--- src/rtl/phase_arbiter_pkg.sv ---
// Shared types and widths for the phase arbiter slice.
// Widening REQ_ID_WIDTH and the enum is how more requesters would be added.
package phase_arbiter_pkg;

  localparam int PHASE_WIDTH  = 16;
  localparam int REQ_ID_WIDTH = 1;

  typedef enum logic [REQ_ID_WIDTH-1:0] {
    REQ0 = 1'b0,
    REQ1 = 1'b1
  } req_id_e;

  function automatic req_id_e other_req(input req_id_e id);
    return (id == REQ0) ? REQ1 : REQ0;
  endfunction

endpackage

--- src/rtl/phase_arbiter_tag_fifo.sv ---
// In-order requester-ID FIFO; first-word-fall-through so the head ID is
// available combinationally in the same cycle as the result strobe.
module phase_arbiter_tag_fifo
  import phase_arbiter_pkg::*;
#(
  parameter int DEPTH = 64,
  parameter int SHIFT = 6
) (
  input  logic           clock,
  input  logic           reset,
  input  logic           i_push,
  input  req_id_e        i_push_id,
  input  logic           i_pop,
  output req_id_e        o_pop_id,
  output logic           o_empty,
  output logic           o_full,
  output logic [SHIFT:0] o_count
);

  localparam logic [SHIFT:0]   FULL_COUNT = (SHIFT + 1)'(DEPTH);
  localparam logic [SHIFT:0]   ONE_COUNT  = (SHIFT + 1)'(1);
  localparam logic [SHIFT-1:0] ONE_PTR    = SHIFT'(1);

  req_id_e          r_mem [DEPTH];
  logic [SHIFT-1:0] r_wr_ptr;
  logic [SHIFT-1:0] r_rd_ptr;
  logic [SHIFT:0]   r_count;

  logic w_do_push;
  logic w_do_pop;

  assign o_empty   = (r_count == '0);
  assign o_full    = (r_count == FULL_COUNT);
  assign o_count   = r_count;
  assign o_pop_id  = r_mem[r_rd_ptr];
  assign w_do_push = i_push & ~o_full;
  assign w_do_pop  = i_pop & ~o_empty;

  // Storage carries no reset: entries are only read below r_count.
  always_ff @(posedge clock) begin
    if (w_do_push) begin
      r_mem[r_wr_ptr] <= i_push_id;
    end
  end

  always_ff @(posedge clock) begin
    if (reset) begin
      r_wr_ptr <= '0;
      r_rd_ptr <= '0;
      r_count  <= '0;
    end else begin
      if (w_do_push) begin
        r_wr_ptr <= r_wr_ptr + ONE_PTR;
      end
      if (w_do_pop) begin
        r_rd_ptr <= r_rd_ptr + ONE_PTR;
      end
      case ({w_do_push, w_do_pop})
        2'b10:   r_count <= r_count + ONE_COUNT;
        2'b01:   r_count <= r_count - ONE_COUNT;
        default: r_count <= r_count;
      endcase
    end
  end

endmodule

--- src/rtl/phase_arbiter.sv ---
// Round-robin share of one pipelined phase unit between two requesters,
// with in-order ID tagging so each result is steered back to its owner.
module phase_arbiter
  import phase_arbiter_pkg::*;
#(
  parameter int DATA_WIDTH     = 32,
  parameter int INFLIGHT_DEPTH = 64,
  parameter int INFLIGHT_SHIFT = 6
) (
  input  logic                          clock,
  input  logic                          reset,
  input  logic                          enable,
  input  logic signed [DATA_WIDTH-1:0]  req0_i,
  input  logic signed [DATA_WIDTH-1:0]  req0_q,
  input  logic                          req0_valid,
  output logic                          req0_ready,
  input  logic signed [DATA_WIDTH-1:0]  req1_i,
  input  logic signed [DATA_WIDTH-1:0]  req1_q,
  input  logic                          req1_valid,
  output logic                          req1_ready,
  output logic signed [DATA_WIDTH-1:0]  phase_in_i,
  output logic signed [DATA_WIDTH-1:0]  phase_in_q,
  output logic                          phase_in_strobe,
  output logic                          phase_enable,
  input  logic signed [PHASE_WIDTH-1:0] phase_result,
  input  logic                          phase_res_strobe,
  output logic signed [PHASE_WIDTH-1:0] out0_phase,
  output logic                          out0_strobe,
  output logic signed [PHASE_WIDTH-1:0] out1_phase,
  output logic                          out1_strobe,
  output logic [INFLIGHT_SHIFT:0]       inflight,
  output logic                          tag_err
);

  // Handshake: a sample transfers on a cycle where reqK_valid & reqK_ready.
  // Ready is combinational from both valids, so a requester must raise
  // valid independently of ready and may drop it again before a transfer.

  req_id_e                       r_rr;
  logic                          r_phase_enable;
  logic signed [DATA_WIDTH-1:0]  r_phase_in_i;
  logic signed [DATA_WIDTH-1:0]  r_phase_in_q;
  logic                          r_phase_in_strobe;
  logic signed [PHASE_WIDTH-1:0] r_out0_phase;
  logic signed [PHASE_WIDTH-1:0] r_out1_phase;
  logic                          r_out0_strobe;
  logic                          r_out1_strobe;
  logic                          r_tag_err;

  req_id_e                       w_winner;
  req_id_e                       w_pop_id;
  logic                          w_empty;
  logic                          w_full;
  logic                          w_grant_ok;
  logic                          w_push;
  logic                          w_pop;
  logic [INFLIGHT_SHIFT:0]       w_count;
  logic signed [DATA_WIDTH-1:0]  w_sel_i;
  logic signed [DATA_WIDTH-1:0]  w_sel_q;

  always_comb begin
    w_winner = REQ0;
    if (req0_valid && req1_valid) begin
      w_winner = r_rr;
    end else if (req1_valid) begin
      w_winner = REQ1;
    end
  end

  // A full FIFO blocks grants even when a pop lands in the same cycle.
  assign w_grant_ok = enable & ~w_full & ~reset;
  assign req0_ready = w_grant_ok & (w_winner == REQ0);
  assign req1_ready = w_grant_ok & (w_winner == REQ1);
  assign w_push     = (req0_valid & req0_ready) | (req1_valid & req1_ready);
  assign w_pop      = phase_res_strobe & ~w_empty;
  assign w_sel_i    = (w_winner == REQ1) ? req1_i : req0_i;
  assign w_sel_q    = (w_winner == REQ1) ? req1_q : req0_q;

  phase_arbiter_tag_fifo #(
    .DEPTH (INFLIGHT_DEPTH),
    .SHIFT (INFLIGHT_SHIFT)
  ) u_tag_fifo (
    .clock     (clock),
    .reset     (reset),
    .i_push    (w_push),
    .i_push_id (w_winner),
    .i_pop     (w_pop),
    .o_pop_id  (w_pop_id),
    .o_empty   (w_empty),
    .o_full    (w_full),
    .o_count   (w_count)
  );

  always_ff @(posedge clock) begin
    if (reset) begin
      r_rr              <= REQ0;
      r_phase_enable    <= 1'b0;
      r_phase_in_i      <= '0;
      r_phase_in_q      <= '0;
      r_phase_in_strobe <= 1'b0;
      r_out0_phase      <= '0;
      r_out1_phase      <= '0;
      r_out0_strobe     <= 1'b0;
      r_out1_strobe     <= 1'b0;
      r_tag_err         <= 1'b0;
    end else begin
      // Phase unit enable is held high whenever out of reset.
      r_phase_enable    <= 1'b1;
      r_phase_in_strobe <= w_push;
      if (w_push) begin
        r_phase_in_i <= w_sel_i;
        r_phase_in_q <= w_sel_q;
        r_rr         <= other_req(w_winner);
      end
      r_out0_strobe <= w_pop & (w_pop_id == REQ0);
      r_out1_strobe <= w_pop & (w_pop_id == REQ1);
      if (w_pop && (w_pop_id == REQ0)) begin
        r_out0_phase <= phase_result;
      end
      if (w_pop && (w_pop_id == REQ1)) begin
        r_out1_phase <= phase_result;
      end
      // A result with no recorded owner is dropped and flagged until reset.
      if (phase_res_strobe && w_empty) begin
        r_tag_err <= 1'b1;
      end
    end
  end

  assign phase_enable    = r_phase_enable;
  assign phase_in_i      = r_phase_in_i;
  assign phase_in_q      = r_phase_in_q;
  assign phase_in_strobe = r_phase_in_strobe;
  assign out0_phase      = r_out0_phase;
  assign out1_phase      = r_out1_phase;
  assign out0_strobe     = r_out0_strobe;
  assign out1_strobe     = r_out1_strobe;
  assign inflight        = w_count;
  assign tag_err         = r_tag_err;

endmodule
--- config.mk ---
export PLATFORM = sky130hd
export DESIGN_NAME = phase_arbiter
export DESIGN_NICKNAME = d
export VERILOG_FILES = /design/src/rtl/phase_arbiter_pkg.sv /design/src/rtl/phase_arbiter_tag_fifo.sv /design/src/rtl/phase_arbiter.sv
export SDC_FILE = /design/constraint.sdc
export NUM_CORES = 1
export LEC_CHECK = 0
export CAP_MARGIN = 20
export CORE_MARGIN = 5
export CORE_UTILIZATION = 42
export DETAILED_ROUTE_END_ITERATION = 10
export GPL_TIMING_DRIVEN = 0
export PLACE_DENSITY = 0.8
export RECOVER_POWER = 50
export SLEW_MARGIN = 10
export SYNTH_ARGS = -nofsm -noshare
export SYNTH_HDL_FRONTEND = slang
export SYNTH_SLANG_ARGS = --single-unit
export TNS_END_PERCENT = 1
--- constraint.sdc ---
create_clock -name clock -period 3.7 [get_ports clock]
set_input_delay 0.74 -clock clock [delete_from_list [all_inputs] [get_ports clock]]
set_output_delay 0.74 -clock clock [all_outputs]
set_load 0.02 [all_outputs]
# Yosys cells after proc, flatten, opt, wreduce, memory -nomap -nowiden
# Memories as Yosys holds them, arrays and structs flattened. A register that Yosys moved wholly into a read port is not among the register bits.
# Index checks and enable logic that the tools add are counted.
[classes]
n_mux = 11
add_sub_neg = 4
bitwise = 17
eq_ne = 3
n_reduce_logical = 6
[ops]
columns = ["cell", "count"]
rows = [
  ["32-bit two-way mux", 2],
  ["7-bit one-hot mux with 2 select lines", 1],
  ["6-bit by 1-bit adder with 6-bit output, second input constant", 2],
  ["6-bit two-way mux", 2],
  ["1-bit bitwise AND", 11],
  ["7-bit by 1-bit adder with 7-bit output, second input constant", 1],
  ["7-bit == test, second input constant", 1],
  ["7-bit logical NOT", 1],
  ["7-bit by 1-bit subtractor with 7-bit output, second input constant", 1],
  ["1-bit two-way mux", 6],
  ["1-bit NOT", 5],
  ["1-bit logical AND", 4],
  ["2-bit by 1-bit == test with 1-bit output, second input constant", 1],
  ["2-bit == test, second input constant", 1],
  ["2-bit nonzero test", 1],
  ["1-bit bitwise OR", 1],
]
[word_totals]
mem_bits_rw = 64
output_inout_bits = 110
memories = 1
regBits = 121
[mem_list]
columns = ["memory", "depth", "width", "rd", "rd_ports_with_merged_regs", "write_ports", "line_no", "rtl"]
rows = [
  ["u_tag_fifo.r_mem", 64, 1, 1, 1, 1, "phase_arbiter_tag_fifo.sv:24", "req_id_e r_mem [DEPTH];"],
]

# Longest topological paths before layout
[depth]
depth_word = 10
ltp_mapped = 16

# Hierarchy
# From an unflattened synthesis, not the netlist that was laid out.
[hier_totals]
hier_cells = 872
area_unflattened_um2 = 8541.9
[modules_own_cells]
columns = ["mod", "n_inst", "area_per_inst_um2", "cells_each", "seq_area_each_um2"]
rows = [
  ["phase_arbiter", 1, 4510.6, 544, 2042.0],
  ["phase_arbiter_tag_fifo", 1, 4031.4, 328, 2422.3],
]

# Worst setup path after synthesis
# No wires, ideal clock.
[synth_timing]
path_kind = "input -> register"
start = "input reset"
end = "register u_tag_fifo.r_count[6], in the netlist u_tag_fifo.o_count[6]"
path_stages = 14
slack_ns = 0.190
arrival_time_ns = 3.386
path_buffers = 2
path_cell_list = "clkbuf_1 a311oi_2 o21a_1 inv_2 ha_1 buf_1 xor2_1 ha_1 a21oi_1 o21ai_0 a21oi_1 nand4bb_1 a31oi_1 mux2_1"
[synth_via]
elab_chain_cells = 8
word_cells_on_any_way = 12
classes_between = "eq/ne: 2; mux: 1; bitwise: 8; reduce/logical: 1"
[synth_rtl]
columns = ["element", "line_no", "rtl"]
rows = [
  ["from (decl)", "phase_arbiter.sv:11", "input logic reset,"],
  ["1-bit NOT", "phase_arbiter.sv:71", "assign w_grant_ok = enable & ~w_full & ~reset;"],
  ["1-bit bitwise AND", "phase_arbiter.sv:71", ""],
  ["1-bit bitwise AND (on tied branches)", "phase_arbiter.sv:72, phase_arbiter.sv:73", ""],
  ["1-bit bitwise AND", "phase_arbiter.sv:74", "assign w_push = (req0_valid & req0_ready) | (req1_valid & req1_ready);"],
  ["1-bit bitwise OR", "phase_arbiter.sv:74", ""],
  ["1-bit bitwise AND", "phase_arbiter_tag_fifo.sv:36", "assign w_do_push = i_push & ~o_full;"],
  ["2-bit by 1-bit == test with 1-bit output or 2-bit == test (tied branches)", "phase_arbiter_tag_fifo.sv:58", "case ({w_do_push, w_do_pop})"],
  ["7-bit one-hot mux with 2 select lines or 2-bit nonzero test (tied branches)", "n/a", ""],
  ["to (signal assigned)", "phase_arbiter_tag_fifo.sv:59", "2'b10: r_count <= r_count + ONE_COUNT;"],
  ["to (signal assigned)", "phase_arbiter_tag_fifo.sv:60", "2'b01: r_count <= r_count - ONE_COUNT;"],
  ["to (signal assigned)", "phase_arbiter_tag_fifo.sv:61", "default: r_count <= r_count;"],
  ["to (decl)", "phase_arbiter_tag_fifo.sv:27", "logic [SHIFT:0] r_count;"],
]
# Several ways; a longest one is shown, not always the timed one.
# A chain may end at the register's enable or synchronous reset.

# Worst setup path in the final report
[layout_timing]
start = "input req0_valid"
end = "output req0_ready"
[layout_via]
elab_chain_cells = 4
[layout_rtl]
columns = ["element", "line_no", "rtl"]
rows = [
  ["from (decl)", "phase_arbiter.sv:15", "input logic req0_valid,"],
  ["1-bit logical AND", "phase_arbiter.sv:63", "if (req0_valid && req1_valid) begin"],
  ["1-bit two-way mux", "phase_arbiter.sv:63", ""],
  ["1-bit NOT", "n/a", ""],
  ["1-bit bitwise AND", "phase_arbiter.sv:72", "assign req0_ready = w_grant_ok & (w_winner == REQ0);"],
  ["to (decl)", "phase_arbiter.sv:16", "output logic req0_ready,"],
]
# Every way passes these cells.

==> metrics.txt <==
# TYPE chip_impl_metric gauge
chip_impl_info{name="status",value="completed"} 1
chip_impl_metric{name="cts.reportedPaths.clkPinSlew",unit="ps"} 80
chip_impl_metric{name="drc",unit=""} 0
chip_impl_metric{name="layout_setup_ws",unit="ps"} 199.1
chip_impl_metric{name="grt_pass1_vias",unit=""} 7413
chip_impl_metric{name="synth-seq-area-share",unit="%"} 53.67
chip_impl_metric{name="ys_ff_latch",unit=""} 191
chip_impl_metric{name="worst-path-max-fanout",unit=""} 19
chip_impl_metric{name="initial_antenna_violation_count",unit=""} 0
chip_impl_metric{name="cts-buffers-inserted",unit=""} 17
chip_impl_metric{name="layout.cells.non_filler",unit=""} 1420
chip_impl_metric{name="finalHoldViolations",unit=""} 0
chip_impl_metric{name="timing.max_cap.violations",unit=""} 0
chip_impl_metric{name="drive_above_1_share",unit="%"} 6.239
chip_impl_metric{name="via_per_instance_ratio",unit=""} 5.203
chip_impl_metric{name="cts_hold_buf",unit=""} 0
chip_impl_metric{name="required_time_of_the_worst_setup_path",unit="ps"} 2960
chip_impl_metric{name="achievable-frequency",unit="MHz"} 285.6
chip_impl_metric{name="postLayoutCellArea",unit="sq um"} 11800
chip_impl_metric{name="areaGrowthSynthToFinish",unit="%"} 41.83
chip_impl_metric{name="placement.io_buffers",unit=""} 258
chip_impl_info{name="timing_worst_setup_path_type",value="in -> out"} 1
chip_impl_metric{name="grt_pass1_wl",unit="microns"} 38900
chip_impl_metric{name="dpl.cell_count",unit=""} 1388
chip_impl_metric{name="setup_viol",unit=""} 0
chip_impl_metric{name="drt-initial-drc-count",unit=""} 503
chip_impl_metric{name="min_period_over_period",unit="%"} 94.62
chip_impl_metric{name="std_cell_rows",unit=""} 51
chip_impl_metric{name="initial_core_util",unit="%"} 42.74
chip_impl_metric{name="synth.cell_area",unit="sq um"} 8318
chip_impl_metric{name="ant_nets",unit=""} 0
chip_impl_metric{name="gpl.final_weighted_congestion",unit=""} 0.9067
chip_impl_metric{name="totalNegativeSetupSlack",unit="ps"} 0
chip_impl_metric{name="grt_max_degree",unit=""} 51
chip_impl_info{name="timing.critical_path.to_type",value="output pin"} 1
chip_impl_metric{name="clock_path_buffers",unit=""} 2
chip_impl_info{name="cp-start-kind",value="input port"} 1
chip_impl_metric{name="max_slew_violation_total_from_the_final_report",unit=""} 0
chip_impl_metric{name="finClkSkew",unit="ps"} 15.57
chip_impl_metric{name="floorplan.die.width",unit="microns"} 150.7
chip_impl_metric{name="number_of_levels_in_the_clock_h_tree",unit=""} 4
chip_impl_info{name="hp-class",value="reg -> reg"} 1
chip_impl_metric{name="slew_headroom",unit="%"} 34.88
chip_impl_metric{name="die_area",unit="sq um"} 22720
chip_impl_metric{name="worst_pin_slew",unit="ps"} 976.8
chip_impl_metric{name="place_hpwl",unit="microns"} 18570
chip_impl_metric{name="synthCells",unit=""} 864
chip_impl_info{name="grt_setup_unrepaired",value="true"} 1
chip_impl_info{name="cts_root_buffer",value="sky130_fd_sc_hd__clkbuf_16"} 1
chip_impl_metric{name="place_ws",unit="ps"} -715.3
chip_impl_metric{name="core",unit="sq um"} 19460
chip_impl_metric{name="drt_pass1_iterations",unit=""} 5
chip_impl_metric{name="postSynthAreaPerCell",unit="sq um"} 9.627
chip_impl_metric{name="route.detailed.wl_per_inst",unit="microns"} 17.74
chip_impl_metric{name="worst_ir_drop_vdd",unit="mV"} 0.3418
chip_impl_metric{name="report.power.total",unit="uW"} 6600
chip_impl_metric{name="cts.sinks",unit=""} 191
chip_impl_metric{name="power.density_cell_area",unit="nW/um^2"} 559.4
chip_impl_metric{name="skew_pair_late_insertion_delay",unit="ps"} 440
chip_impl_metric{name="io_pins",unit=""} 260
chip_impl_metric{name="filler_cell_count",unit=""} 1607
chip_impl_metric{name="arrival",unit="ps"} 2760
chip_impl_metric{name="gr-usage-all-layers",unit="%"} 21.86
chip_impl_metric{name="yosys_warnings",unit=""} 0
chip_impl_info{name="cts_tree",value="yes"} 1
chip_impl_metric{name="synth_cell_type_count",unit=""} 48
chip_impl_metric{name="num_vias",unit=""} 7388
chip_impl_metric{name="static-leakage-power",unit="uW"} 0.004652
chip_impl_metric{name="overflow",unit=""} 0
chip_impl_metric{name="route.final.wire_length",unit="microns"} 25190
chip_impl_metric{name="layout.nets",unit=""} 1296
chip_impl_metric{name="synth_nets",unit=""} 1019
chip_impl_metric{name="chipHeight",unit="microns"} 150.7
chip_impl_metric{name="detailed_place.area",unit="sq um"} 11250
chip_impl_metric{name="finalWorstPathRequiredPeriod",unit="ps"} 3501
area by class of cell:
type | instances | area (sq um) | area share [%]
Sequential cell | 191 | 4464 | 37.84
Multi-Input combinational cell | 598 | 3470 | 29.41
Timing Repair Buffer | 260 | 2595 | 22.00
Clock buffer | 19 | 432.9 | 3.670
Buffer | 66 | 365.4 | 3.097
Tap cell | 265 | 331.6 | 2.810
Clock inverter | 13 | 110.1 | 0.9333
Inverter | 7 | 26.28 | 0.2227
Antenna cell | 1 | 2.502 | 0.02121
state kept, by name (all words and copies together), names as in the netlist, named ones only:
register / count
u_tag_fifo.r_wr_ptr: 6
out0_strobe: 1
u_tag_fifo.r_rd_ptr: 6
phase_in_q: 32
out1_strobe: 1
phase_enable: 1
r_rr: 1
u_tag_fifo.o_count: 7
out1_phase: 16
out0_phase: 16
u_tag_fifo.r_mem: 64
phase_in_i: 32
phase_in_strobe: 1
tag_err: 1
synthesized netlist by cell type (all sizes together):
master / instances / share of area (%)
o21a: 1 / 0.090
o22a: 1 / 0.11
and2: 3 / 0.26
edfxtp: 64 / 23
a21oi: 15 / 0.90
clkbuf: 37 / 1.7
and3: 2 / 0.15
and3b: 1 / 0.11
nand4: 4 / 0.30
a22oi: 19 / 1.9
nand2: 193 / 8.7
nor3: 1 / 0.060
nor3b: 1 / 0.090
nand2b: 5 / 0.38
a31oi: 2 / 0.15
o21ai: 7 / 0.47
mux2i: 66 / 7.9
xor2: 12 / 1.3
or3b: 2 / 0.21
buf: 31 / 2.8
nor2b: 6 / 0.45
nand4bb: 1 / 0.14
nand3b: 2 / 0.18
mux2: 2 / 0.27
xnor2: 4 / 0.42
nand3: 8 / 0.48
nor4: 3 / 0.77
o41ai: 1 / 0.11
or2: 1 / 0.075
dfxtp: 127 / 31
a21o: 3 / 0.27
a311oi: 66 / 7.0
nor2: 155 / 7.0
or3: 4 / 0.30
inv: 7 / 0.32
a211oi: 2 / 0.30
ha: 5 / 0.75
placed cells by master, fill, tap and decap left out, types with 5 or more instances in the layout:
| cell | count |
|---|---|
| sky130_fd_sc_hd__a22oi_1 | 18 |
| sky130_fd_sc_hd__a311oi_1 | 65 |
| sky130_fd_sc_hd__buf_1 | 6 |
| sky130_fd_sc_hd__o21ai_0 | 5 |
| sky130_fd_sc_hd__clkbuf_16 | 17 |
| sky130_fd_sc_hd__dlygate4sd3_1 | 102 |
| sky130_fd_sc_hd__buf_2 | 13 |
| sky130_fd_sc_hd__nand2b_1 | 5 |
| sky130_fd_sc_hd__nor2_1 | 155 |
| sky130_fd_sc_hd__inv_1 | 5 |
| sky130_fd_sc_hd__dfxtp_1 | 127 |
| sky130_fd_sc_hd__xor2_1 | 12 |
| sky130_fd_sc_hd__a21oi_1 | 14 |
| sky130_fd_sc_hd__clkdlybuf4s50_1 | 156 |
| sky130_fd_sc_hd__nand3_1 | 8 |
| sky130_fd_sc_hd__clkbuf_1 | 38 |
| sky130_fd_sc_hd__nand2_1 | 193 |
| sky130_fd_sc_hd__ha_1 | 5 |
| sky130_fd_sc_hd__mux2i_1 | 66 |
| sky130_fd_sc_hd__edfxtp_1 | 64 |
| sky130_fd_sc_hd__nor2b_1 | 6 |
where the power goes:
part,switching [uW],leakage (uW),internal [uW]
Sequential,172,0.00162,2400
Clock,855,0.000263,878
Combinational,1240,0.00277,1060
Total,2260,0.00465,4340
metrics by stage:
| step | hold WS (ps) | utilization, % |
|---|---|---|
| 2_1_floorplan | 443.1 | - |
| 3_3_place_gp | 444.4 | 57.71 |
| 5_1_grt | 478.8 | 60.60 |
| 4_1_cts | 467.9 | 60.66 |
| 6_report | 461.0 | 60.62 |
| 3_5_place_dp | 454.7 | 57.82 |
kinds of logic after synthesis:
family          after synthesis  synth area share [%]
fa+ha+maj                     5                0.7521
compound gates              117                 11.30
simple gates                392                 19.64
buf+inv                      75                 4.738
xor+xnor                     16                 1.685
mux                          68                 8.213
flops                       191                 53.67
critical path: stages:
cell and delay (ps):
sky130_fd_sc_hd__clkdlybuf4s50_1 540, sky130_fd_sc_hd__inv_1 60, sky130_fd_sc_hd__o21ai_1 250, sky130_fd_sc_hd__clkbuf_4 350, sky130_fd_sc_hd__and2_1 200, sky130_fd_sc_hd__clkdlybuf4s50_1 610
metal layers:
metal  GRT usage (%)  part of all wire, %
met1           25.16                   38
met2           37.98                   51
met3           7.887                  9.1
met4           6.754                  1.4
met5               0                    0
repair_timing:
item	CTS	global route
hold endpoints to repair	0	0
endpoints found under the setup margin	4	3
pin swaps	0	2
resized for setup	3	8
cloned	0	0
buffers inserted	0	1
worst paths after layout:
check / from / end / slack [ps] / depth (start not counted)
max reg2reg: u_tag_fifo.o_count[3] / u_tag_fifo.o_count[6] / 200 / 16
max: req0_valid / req0_ready / 200 / 6
min reg2reg: out1_phase[12] / out1_phase[12] / 460 / 2
min: out1_phase[12] / out1_phase[12] / 460 / 2
No activity file was read; power rests on OpenSTA's default activity.
